<file path="src/rtl/alu_sequencer.sv">
// Command-bus initiator for the ALU: sequences latch/output commands for one
// request at a time and returns the captured result over a valid/ready port.
module alu_sequencer #(
  parameter int WIDTH  = 16,
  parameter int FLAG_W = 8,
  parameter int RD_LAT = 1
) (
  input  logic              clk,
  input  logic              reset,
  input  logic              req_valid,
  output logic              req_ready,
  input  logic [3:0]        req_op,
  input  logic [WIDTH-1:0]  req_a,
  input  logic [WIDTH-1:0]  req_b,
  input  logic [FLAG_W-1:0] req_flags,
  output logic [3:0]        alu_cmd,
  output logic [WIDTH-1:0]  alu_bus_out,
  output logic              alu_bus_oe,
  input  logic [WIDTH-1:0]  alu_bus_in,
  output logic              rsp_valid,
  input  logic              rsp_ready,
  output logic [WIDTH-1:0]  rsp_y,
  output logic [FLAG_W-1:0] rsp_f,
  output logic              rsp_err
);

  localparam int CNT_W = (RD_LAT > 1) ? $clog2(RD_LAT) : 1;

  typedef enum logic [3:0] {
    IDLE, LATCH_A, LATCH_B, LATCH_F, LATCH_OP, OUT_Y, WAIT_Y, OUT_F, WAIT_F, RESP
  } state_t;

  state_t             state_q, state_d;
  logic [3:0]         op_q, op_d;
  logic [WIDTH-1:0]   a_q, a_d, b_q, b_d;
  logic [FLAG_W-1:0]  flags_q, flags_d;
  logic [CNT_W-1:0]   cnt_q, cnt_d;
  logic [WIDTH-1:0]   rsp_y_q, rsp_y_d;
  logic [FLAG_W-1:0]  rsp_f_q, rsp_f_d;
  logic               rsp_err_q, rsp_err_d;
  logic               needs_b, needs_f;

  always_comb begin
    state_d     = state_q;
    op_d        = op_q;
    a_d         = a_q;
    b_d         = b_q;
    flags_d     = flags_q;
    cnt_d       = cnt_q;
    rsp_y_d     = rsp_y_q;
    rsp_f_d     = rsp_f_q;
    rsp_err_d   = rsp_err_q;
    req_ready   = 1'b0;
    alu_cmd     = 4'd0;
    alu_bus_out = '0;
    alu_bus_oe  = 1'b0;
    rsp_valid   = 1'b0;
    // Unary ops (INC, DEC, LSH, RSH) never need operand B; only ADC/SBC consume input flags.
    needs_b     = !(op_q inside {4'h4, 4'h5, 4'hB, 4'hC});
    needs_f     = op_q inside {4'h1, 4'h2};

    unique case (state_q)
      IDLE: begin
        req_ready = 1'b1;
        if (req_valid) begin
          op_d      = req_op;
          a_d       = req_a;
          b_d       = req_b;
          flags_d   = req_flags;
          rsp_y_d   = '0;
          rsp_f_d   = '0;
          rsp_err_d = (req_op >= 4'hD);
          state_d   = (req_op >= 4'hD) ? RESP : LATCH_A;
        end
      end
      LATCH_A: begin
        alu_cmd     = 4'd1;
        alu_bus_out = a_q;
        alu_bus_oe  = 1'b1;
        state_d     = needs_b ? LATCH_B : LATCH_OP;
      end
      LATCH_B: begin
        alu_cmd     = 4'd2;
        alu_bus_out = b_q;
        alu_bus_oe  = 1'b1;
        state_d     = needs_f ? LATCH_F : LATCH_OP;
      end
      LATCH_F: begin
        alu_cmd                  = 4'd3;
        alu_bus_out[FLAG_W-1:0]  = flags_q;
        alu_bus_oe               = 1'b1;
        state_d                  = LATCH_OP;
      end
      LATCH_OP: begin
        alu_cmd          = 4'd4;
        alu_bus_out[3:0] = op_q;
        alu_bus_oe       = 1'b1;
        state_d          = OUT_Y;
      end
      OUT_Y: begin
        alu_cmd = 4'd5;
        cnt_d   = CNT_W'(RD_LAT - 1);
        state_d = WAIT_Y;
      end
      WAIT_Y: begin
        if (cnt_q == '0) begin
          rsp_y_d = alu_bus_in;
          state_d = OUT_F;
        end else begin
          cnt_d = cnt_q - CNT_W'(1);
        end
      end
      OUT_F: begin
        alu_cmd = 4'd6;
        cnt_d   = CNT_W'(RD_LAT - 1);
        state_d = WAIT_F;
      end
      WAIT_F: begin
        if (cnt_q == '0) begin
          rsp_f_d = alu_bus_in[FLAG_W-1:0];
          state_d = RESP;
        end else begin
          cnt_d = cnt_q - CNT_W'(1);
        end
      end
      RESP: begin
        rsp_valid = 1'b1;
        if (rsp_ready) state_d = IDLE;
      end
      default: state_d = IDLE;
    endcase
  end

  always_ff @(posedge clk) begin
    if (reset) begin
      state_q   <= IDLE;
      op_q      <= '0;
      a_q       <= '0;
      b_q       <= '0;
      flags_q   <= '0;
      cnt_q     <= '0;
      rsp_y_q   <= '0;
      rsp_f_q   <= '0;
      rsp_err_q <= 1'b0;
    end else begin
      state_q   <= state_d;
      op_q      <= op_d;
      a_q       <= a_d;
      b_q       <= b_d;
      flags_q   <= flags_d;
      cnt_q     <= cnt_d;
      rsp_y_q   <= rsp_y_d;
      rsp_f_q   <= rsp_f_d;
      rsp_err_q <= rsp_err_d;
    end
  end

  assign rsp_y   = rsp_y_q;
  assign rsp_f   = rsp_f_q;
  assign rsp_err = rsp_err_q;

endmodule

</file>
<file path="config.mk">
export PLATFORM = sky130hd
export DESIGN_NAME = alu_sequencer
export DESIGN_NICKNAME = d
export VERILOG_FILES = /design/src/rtl/alu_sequencer.sv
export SDC_FILE = /design/constraint.sdc
export NUM_CORES = 1
export LEC_CHECK = 0
export CAP_MARGIN = 20
export CORE_AREA = 2 2 104 76
export DETAILED_ROUTE_END_ITERATION = 16
export DIE_AREA = 0 0 106 78
export PLACE_DENSITY_LB_ADDON = 0.15
export SLEW_MARGIN = 40
export SYNTH_ARGS = -nofsm -noshare
export SYNTH_HDL_FRONTEND = slang
export SYNTH_SLANG_ARGS = --single-unit
</file>
<file path="constraint.sdc">
create_clock -name clk -period 2.25 [get_ports clk]
set_input_delay 0.45 -clock clk [delete_from_list [all_inputs] [get_ports clk]]
set_output_delay 0.45 -clock clk [all_outputs]
set_load 0.1 [all_outputs]
</file>
==> metrics.yaml, run 1 <==
hold_buffers: 0
yosysTopAreaCellShare_pct: 46.1
ys_async_sr_fraction_pct: 0
gp_congestion: 0.851
power_leakage_uw: 0.00194
min_period_ns: 2.19
grt_pass1_vias: 3012
wl_per_cell_um: 15.7
yosysMostFrequentCell: "nand2_1"
fmax_mhz: 456
cts_tree: "yes"
synth_edf_count: 0
setup_viol: 0
cp.required_ns: 1.80
avgViaCountPerCell: 5.30
die_area_mm2: 0.00827
drive_gt1_share_pct: 28.2
syn_area_per_cell_um2: 7.77
yosysTopAreaCell: "dfxtp_1"
yosys_register_bits: 73
clock_sinks: 73
cpMaxStageDelayCell: "o41ai_4"
place_ws_ns: 0.0370
cp_top_family: "buffers and inverters"
hpwl_mm: 6.10
worst-path-buf-inv: 3
hold_viol_final: 0
io_pins: 112
portBuffers: 110
slew_headroom_pct: 54.2
htreeDepth: 3
grt_max_degree: 46
syn_to_final_growth_pct: 63.5
nFillCells: 565
clk_latency_ns: 0.35
globalRouteOverflowTotal: 0
reg2reg_from: "state_q[0]"
ys_warn_count: 0
synth_cell_types: 38
synthesis.nets: 472
dr.pass1.iters: 5
power_uw: 5700
die_x_um: 106
syn_area_mm2: 0.00317
antenna_left: 0
register_area_mm2: 0.00147
cts_buffer_depth: 2
grt_antenna_before_repair: 0
grt_use_total_pct: 23.2
crit_start: "state_q[0]"
rsz0062_at_grt: "false"
clk_pin_slew_ns: 0.08
cts_buffers: 9
status: "finished clean"
critPathArrivalTime_ns: 1.74
hold_start: "rsp_y[6]"
slew_viol_final: 0
critPathCaptureType: "primary output"
worstSetupPathType: "flop to primary output"
die_y_um: 78
cp_cell_sequence: "clkinvlp_4 > buf_6 > o41ai_4 > buf_12"
multi_input_area_mm2: 0.00177
fin_nets: 586
max-vdd-ir-drop_mv: 1.03
start_kind: "flop"
cap_violations: 0
hold_path.class: "flop to flop"
layout_setup_ws_ns: 0.0552
tightest_slew_ns: 0.688
drc: 0
synth_area_leaders: "dfxtp_1 46%, nand2_1 13%, a21oi_1 12%"
vias: 3304
start_util_pct: 44.1
powerDensity_mw_per_mm2: 1100
antenna_cells: 0
drt-initial-drc-count: 200
cts-root-buf: "clkbuf_8"
rows: 26
cpPeakStageDelay_ns: 0.42
critPathMaxFanout: 6
synth_top_cells_by_count: "110 x nand2_1, 76 x a21oi_1, 73 x dfxtp_1"
core_area_mm2: 0.00719
finalCritPeriodShare_pct: 97.5
grt_pass1_wl_mm: 15.2
drt_wl_total_mm: 9.79
fin_skew_ns: 0.00951
ys.flop_type: "dfxtp_1"
syn_inst: 408
yosysSeqAreaShare_pct: 46.1
cell families (layout without fill, tap and decap cells):
| group | count (synthesis) | after routing | synth area share [%] |
|---|---|---|---|
| mux | 5 | 5 | 1.58 |
| buf+inv | 40 | 157 | 6.43 |
| flops | 73 | 73 | 46.1 |
| xor+xnor | 1 | 1 | 0.276 |
| simple gates | 174 | 174 | 24.5 |
| other cells | 1 | 1 | 0.118 |
| compound gates | 114 | 114 | 21.0 |
final timing paths:
check	endpoint	slack (ns)	cells past startpoint
setup / recovery	alu_bus_out[2]	0.06	4
hold / removal	rsp_y[6]	0.46	2
setup reg to reg	b_q[13]	0.39	6
hold reg to reg	rsp_y[6]	0.46	2
area by class of cell:
| cell class | count | share of cell area [%] |
|---|---|---|
| Multi-Input combinational cell | 295 | 34.1 |
| Timing Repair Buffer | 139 | 30.3 |
| Sequential cell | 73 | 28.4 |
| Clock buffer | 9 | 2.39 |
| Tap cell | 98 | 2.37 |
| Clock inverter | 5 | 2.05 |
| Inverter | 4 | 0.362 |
repair_timing:
action                                  in CTS  in global routing
buffers inserted                             8                  6
pin swaps                                    4                  4
gates cloned                                 2                  1
gates resized for setup                     30                  9
endpoints found under the setup margin      16                 15
metrics by stage:
step	util (%)	setup TNS, ns	std cells	hold slack [ns]	area [um^2]
final	72.1	0	623	0.463	5180
after global routing	72.1	0	623	0.483	5180
after CTS	71.3	0	618	0.467	5130
after detailed placement	64.9	0	594	0.455	4670
after global placement	64.8	-0.797	594	0.446	4660
after floorplan	-	-14.41	408	0.435	3420
placed cells by master (no fill, tap or decap), types with 4 or more instances in the layout:
master / n
clkbuf_8: 9
o21ai_0: 4
nor3_2: 4
dfxtp_1: 69
nand2_1: 109
nand3_2: 16
mux2i_1: 5
a22oi_2: 6
buf_12: 26
a22o_2: 8
clkdlybuf4s50_1: 62
nor2_1: 20
a22oi_1: 8
a21oi_1: 74
buf_4: 45
per-layer routing:
metal | up-vias | wire [um] | track usage [%]
li1 | 1614 | - | -
met1 | 1542 | 4520 | 32.3
met2 | 135 | 4420 | 35.5
met3 | 13 | 718 | 6.72
met4 | 0 | 130 | 5.39
met5 | - | 0 | 0
sequential cells by signal (all words and copies together) (netlist names):
name / flops
a_q: 16
b_q: 16
flags_q: 8
op_q: 4
rsp_err: 1
rsp_f: 8
rsp_y: 16
state_q: 4
power breakdown:
group / internal, uW / switching (uW)
clock network: 726 / 489
logic: 1050 / 1780
registers: 1490 / 166
worst register-to-register path: stages, from the launching register on:
cell and delay (ns):
dfxtp_4 0.38, buf_4 0.18, nor4_4 0.45, and2_1 0.24, buf_12 0.22, nand2_1 0.10
a21oi_1 0.20
No activity file was read; power rests on OpenSTA's default activity.
==> run 2: changes to the inputs <==
--- a/config.mk
+++ b/config.mk
@@ -6,9 +6,11 @@
 export NUM_CORES = 1
 export LEC_CHECK = 0
 export CAP_MARGIN = 20
-export CORE_AREA = 2 2 104 76
+export CORE_AREA = 2 2 103 75
+export CTS_BUF_LIST = sky130_fd_sc_hd__clkbuf_8
+export CTS_CLUSTER_DIAMETER = 150
 export DETAILED_ROUTE_END_ITERATION = 16
-export DIE_AREA = 0 0 106 78
+export DIE_AREA = 0 0 105 77
 export PLACE_DENSITY_LB_ADDON = 0.15
 export SLEW_MARGIN = 40
 export SYNTH_ARGS = -nofsm -noshare
==> metrics.yaml, run 2 (synthesized netlist as in run 1, its figures left out) <==
max-vdd-ir-drop_mv: 1.29  # was 1.03 mV
cpMaxStageDelayCell: "dfxtp_4"  # was o41ai_4
clk_latency_ns: 0.34  # was 0.35 ns
fmax_mhz: 456  # about the same
power_leakage_uw: 0.00195  # was 0.00194 uW
avgViaCountPerCell: 5.32  # was 5.30
cts_tree: "yes"  # unchanged
antenna_cells: 0  # unchanged
cts_buffers: 9  # unchanged
gp_congestion: 0.787  # was 0.851
die_area_mm2: 0.00809  # was 0.00827 mm^2
layout_setup_ws_ns: 0.0590  # was 0.0552 ns
drive_gt1_share_pct: 28.3  # was 28.2%
dpl_cell_area_mm2: 0.00469  # was 0.00467 mm^2
start_kind: "flop"  # unchanged
clock_sinks: 73  # unchanged
setup_viol: 0  # unchanged
grt_pass1_wl_mm: 15.9  # was 15.2 mm
drt-initial-drc-count: 192  # was 200
cts-root-buf: "clkbuf_8"  # unchanged
dr.pass1.iters: 4  # was 5
wl_per_cell_um: 16.0  # was 15.7 um
power_uw: 5650  # was 5700 uW
hpwl_mm: 6.30  # was 6.10 mm
io_pins: 112  # unchanged
rrSetupSlack_ns: 0.29  # was 0.39 ns
slew_viol_final: 0  # unchanged
layout_common_cells: "109 x nand2_1, 74 x a21oi_1, 69 x dfxtp_1, 62 x clkdlybuf4s50_1, 42 x buf_4"  # was 109 x nand2_1, 74 x a21oi_1, 69 x dfxtp_1, 62 x clkdlybuf4s50_1, 45 x buf_4
grt_antenna_before_repair: 0  # unchanged
drt_wl_total_mm: 10.0  # was 9.79 mm
critPathArrivalTime_ns: 1.74  # about the same
cp_top_family: "buffers and inverters"  # unchanged
rsz0062_at_grt: "true"  # was false
finalCritPeriodShare_pct: 97.4  # was 97.5%
globalRouteOverflowTotal: 0  # unchanged
die_x_um: 105  # was 106 um
hold_viol_final: 0  # unchanged
grt_pass1_vias: 3159  # was 3012
register_area_mm2: 0.00147  # about the same
place_ws_ns: 0.00255  # was 0.0370 ns
antenna_left: 0  # unchanged
final_area_mm2: 0.00520  # was 0.00518 mm^2
grt_use_total_pct: 24.3  # was 23.2%
cpPeakStageDelay_ns: 0.35  # was 0.42 ns
critPathMaxFanout: 6  # unchanged
vias: 3321  # was 3304
rows: 26  # unchanged
status: "finished clean"  # unchanged
cts_buffer_depth: 2  # unchanged
portBuffers: 110  # unchanged
clk_pin_slew_ns: 0.07  # was 0.08 ns
core_area_mm2: 0.00709  # was 0.00719 mm^2
crit_top_cell: "buf_12"
worstSetupPathType: "flop to primary output"  # unchanged
fin_skew_ns: 0.00525  # was 0.00951 ns
critPathCaptureType: "primary output"  # unchanged
tightest_slew_ns: 0.709  # was 0.688 ns
syn_to_final_growth_pct: 64.0  # was 63.5%
min_period_ns: 2.19  # about the same
grt_max_degree: 46  # unchanged
worst-path-buf-inv: 3  # unchanged
nFillCells: 547  # was 565
fin_nets: 586  # unchanged
cp_cell_sequence: "buf_12 > nand2b_4 > nor3_4 > buf_6 > a22oi_2 > o21ai_4 > buf_12"  # was clkinvlp_4 > buf_6 > o41ai_4 > buf_12
cap_violations: 0  # unchanged
die_y_um: 77  # was 78 um
hold_buffers: 0  # unchanged
hold_path.class: "flop to flop"  # unchanged
mostFrequentLayoutCell: "nand2_1"  # unchanged
htreeDepth: 3  # unchanged
multi_input_area_mm2: 0.00177  # about the same
post-route-util_pct: 73.3  # was 72.1%
slew_headroom_pct: 52.7  # was 54.2%
cp.required_ns: 1.80  # about the same
powerDensity_mw_per_mm2: 1090  # was 1100 mW/mm^2
final.setup.tns_ns: 0  # unchanged
drc: 0  # unchanged
start_util_pct: 44.7  # was 44.1%
run 2: cell types whose count changed in the layout (fill, tap and decap cells not counted), moves of 2 or more:
cell and delta:
buf_4 -3, buf_8 +2, dfxtp_4 -2, dfxtp_2 +2
run 2: metrics by stage:
stage / std cells / hold slack, ns
after CTS: 623 / 0.465
after floorplan: 408 / 0.435
after global placement: 595 / 0.448
final: 624 / 0.462
after global routing: 624 / 0.481
after detailed placement: 595 / 0.452
run 2: area by class of cell:
cell class | instances | share of cell area [%]
clock buffer | 9 | 2.38
inverter | 4 | 0.361
clock inverter | 6 | 1.64
multi-input combinational | 295 | 34.1
sequential | 73 | 28.2
tap | 98 | 2.36
timing repair buffer | 139 | 31.0
run 2: worst paths after layout:
check | from | cells after the start | end
setup / recovery | state_q[3] | 7 | alu_bus_out[0]
hold / removal | rsp_y[15] | 2 | rsp_y[15]
setup reg to reg | state_q[3] | 7 | rsp_f[2]
hold reg to reg | rsp_y[15] | 2 | rsp_y[15]
run 2: layer usage:
metal / share of wire, % / track usage [%] / vias up
li1: - / - / 1629
met5: 0 / 0 / -
met2: 46 / 37.9 / 121
met3: 6.5 / 6.04 / 19
met1: 46 / 33.1 / 1552
met4: 2.0 / 8.00 / 0
run 2: power by group:
group / switching, uW / total [uW] / internal (uW)
Clock: 490 / 1100 / 614
Sequential: 151 / 1630 / 1480
Combinational: 1810 / 2910 / 1100
Total: 2450 / 5650 / 3200
run 2: tightest hold or removal path, stage by stage, from the launching register on:
cell and delay, ns:
dfxtp_1 0.32, nand3_2 0.05, a21oi_1 0.05
run 2: repair_timing:
action	4_1_cts	5_1_grt
setup buffers	10	1
cloned	3	0
resized for setup	31	5
endpoints found under the setup margin	17	11
pin swaps	8	4
==> run 3: changes to the inputs <==
--- a/config.mk
+++ b/config.mk
@@ -12,6 +12,7 @@
 export DETAILED_ROUTE_END_ITERATION = 16
 export DIE_AREA = 0 0 105 77
 export PLACE_DENSITY_LB_ADDON = 0.15
+export REMOVE_ABC_BUFFERS = 1
 export SLEW_MARGIN = 40
 export SYNTH_ARGS = -nofsm -noshare
 export SYNTH_HDL_FRONTEND = slang
==> metrics.yaml, run 3 (synthesized netlist as in run 1, its figures left out) <==
status: "finished clean"  # unchanged
dr_wl_met3_um: 803  # was 652 um
antenna_cells: 0  # unchanged
rows: 26  # unchanged
grt_pass1_vias: 3145  # was 3159
cap_violations: 0  # unchanged
cts_tree: "yes"  # unchanged
hold_viol_final: 0  # unchanged
mostFrequentLayoutCell: "nand2_1"  # unchanged
min_period_ns: 2.20  # was 2.19 ns
worstSetupPathType: "flop to primary output"  # unchanged
hpwl_mm: 6.04  # was 6.30 mm
clock_sinks: 73  # unchanged
dp.cells: 595  # unchanged
avgViaCountPerCell: 5.26  # was 5.32
die_area_mm2: 0.00809  # unchanged
htreeDepth: 3  # unchanged
dr.pass1.iters: 4  # unchanged
finalCritPeriodShare_pct: 97.8  # was 97.4%
post-route-util_pct: 69.7  # was 73.3%
nFillCells: 600  # was 547
critPathMaxFanout: 5  # was 6
dr_wl_met2_mm: 4.45  # was 4.57 mm
worst-path-buf-inv: 2  # was 3
grt_antenna_before_repair: 0  # unchanged
cpMaxStageDelayCell: "dfxtp_4"  # unchanged
layout_common_cells: "109 x nand2_1, 76 x a21oi_1, 69 x dfxtp_1, 62 x clkdlybuf4s50_1, 42 x buf_4"  # was 109 x nand2_1, 74 x a21oi_1, 69 x dfxtp_1, 62 x clkdlybuf4s50_1, 42 x buf_4
tightest_slew_ns: 0.659  # was 0.709 ns
setup_viol: 0  # unchanged
powerDensity_mw_per_mm2: 1100  # was 1090 mW/mm^2
fin_skew_ns: 0.00559  # was 0.00525 ns
clk_latency_ns: 0.35  # was 0.34 ns
cp_cell_sequence: "nand2b_4 > nor3_4 > buf_4 > a22o_1 > buf_12"  # was buf_12 > nand2b_4 > nor3_4 > buf_6 > a22oi_2 > o21ai_4 > buf_12
start_util_pct: 44.7  # unchanged
wl_met1_mm: 3.97  # was 4.58 mm
clk_pin_slew_ns: 0.08  # was 0.07 ns
final_area_mm2: 0.00494  # was 0.00520 mm^2
cp_top_family: "simple AND/OR/NAND/NOR gates"  # was buffers and inverters
cpPeakStageDelay_ns: 0.37  # was 0.35 ns
critPathArrivalTime_ns: 1.75  # was 1.74 ns
grt_pass1_wl_mm: 15.1  # was 15.9 mm
drive_gt1_share_pct: 20.9  # was 28.3%
fin_nets: 581  # was 586
cts_buffer_depth: 2  # unchanged
dpl_cell_area_mm2: 0.00449  # was 0.00469 mm^2
max-vdd-ir-drop_mv: 0.471  # was 1.29 mV
die_x_um: 105  # unchanged
globalRouteOverflowTotal: 0  # unchanged
drc: 0  # unchanged
vias: 3254  # was 3321
cts_buffers: 9  # unchanged
syn_to_final_growth_pct: 55.9  # was 64.0%
portBuffers: 110  # unchanged
slew_viol_final: 0  # unchanged
cp.required_ns: 1.80  # about the same
gp_congestion: 0.823  # was 0.787
grt_use_total_pct: 23.1  # was 24.3%
drt-initial-drc-count: 168  # was 192
critPathCaptureType: "primary output"  # unchanged
crit_cells: 5  # was 7
grt_max_degree: 46  # unchanged
rr_worst_depth: 6  # was 7
drt_wl_total_mm: 9.37  # was 10.0 mm
die_y_um: 77  # unchanged
antenna_left: 0  # unchanged
power_leakage_uw: 0.00191  # was 0.00195 uW
cts-root-buf: "clkbuf_8"  # unchanged
finalNonFillerCells: 619  # was 624
core_area_mm2: 0.00709  # unchanged
hold_path.class: "flop to flop"  # unchanged
top_layer_used: "met4"  # unchanged
fmax_mhz: 455  # was 456 MHz
rsz0062_at_grt: "true"  # unchanged
wl_per_cell_um: 15.1  # was 16.0 um
start_kind: "flop"  # unchanged
slew_headroom_pct: 55.9  # was 52.7%
hold_path_depth: 2  # unchanged
io_pins: 112  # unchanged
run 3: cell types whose count changed in the layout (fill, tap and decap cells not counted), moves of 4 or more:
cell,delta
a22oi_2,-4
nand3_1,+16
nand3_2,-16
a22oi_1,+4
a22o_1,+8
buf_12,-5
a22o_2,-8
run 3: where the power goes:
group          switching [uW]  internal (uW)  total, uW  leakage (uW)
combinational            1640            918       2560       0.00119
sequential                186           1490       1680      0.000597
clock                     471            706       1180      0.000120
total                    2300           3110       5420       0.00191
run 3: worst paths after layout:
check	startpoint	slack, ns	to
worst min register to register	b_q[7]	0.46	b_q[7]
worst min-delay path	b_q[7]	0.46	b_q[7]
worst max register to register	state_q[2]	0.31	a_q[2]
worst max-delay path	state_q[3]	0.05	alu_bus_out[9]
run 3: area by class of cell:
| class | count | area [um^2] | share of cell area (%) |
|---|---|---|---|
| multi-input combinational | 295 | 1600 | 32.3 |
| sequential | 73 | 1480 | 29.9 |
| inverter | 4 | 15.0 | 0.304 |
| tap | 98 | 123 | 2.48 |
| clock buffer | 12 | 165 | 3.34 |
| clock inverter | 3 | 63.8 | 1.29 |
| timing repair buffer | 134 | 1500 | 30.4 |
run 3: through the flow:
stage | hold slack, ns | TNS (ns) | power [uW] | setup slack, ns
after global placement | 0.442 | 0 | 4010 | 0.137
after detailed placement | 0.446 | 0 | 4060 | 0.0627
final | 0.455 | 0 | 5420 | 0.0499
after floorplan | 0.426 | -93.63 | 3110 | -2.30
after CTS | 0.457 | -0.000777 | 5330 | -0.000777
after global routing | 0.470 | -0.0193 | 5680 | -0.0167
run 3: what timing repair did:
item                       4_1_cts  5_1_grt
pin swaps                        1        2
setup endpoints to repair       17       17
setup buffers                    0        6
gates resized for setup         27       13
gates cloned                     2        1
hold buffers                     0        0
run 3: layer usage:
metal | global-route usage, % | vias up
li1 | - | 1608
met5 | 0 | -
met1 | 28.7 | 1508
met2 | 37.8 | 125
met3 | 8.93 | 13
met4 | 6.00 | 0
run 3: worst reg2reg max path: cells and delay by family, from the launching register on:
kind	cells	cell delay, ns
flip-flops	1	0.42
buffers and inverters	2	0.44
AND/OR/NAND/NOR	3	0.86
AO/OA/AOI/OAI	1	0.15
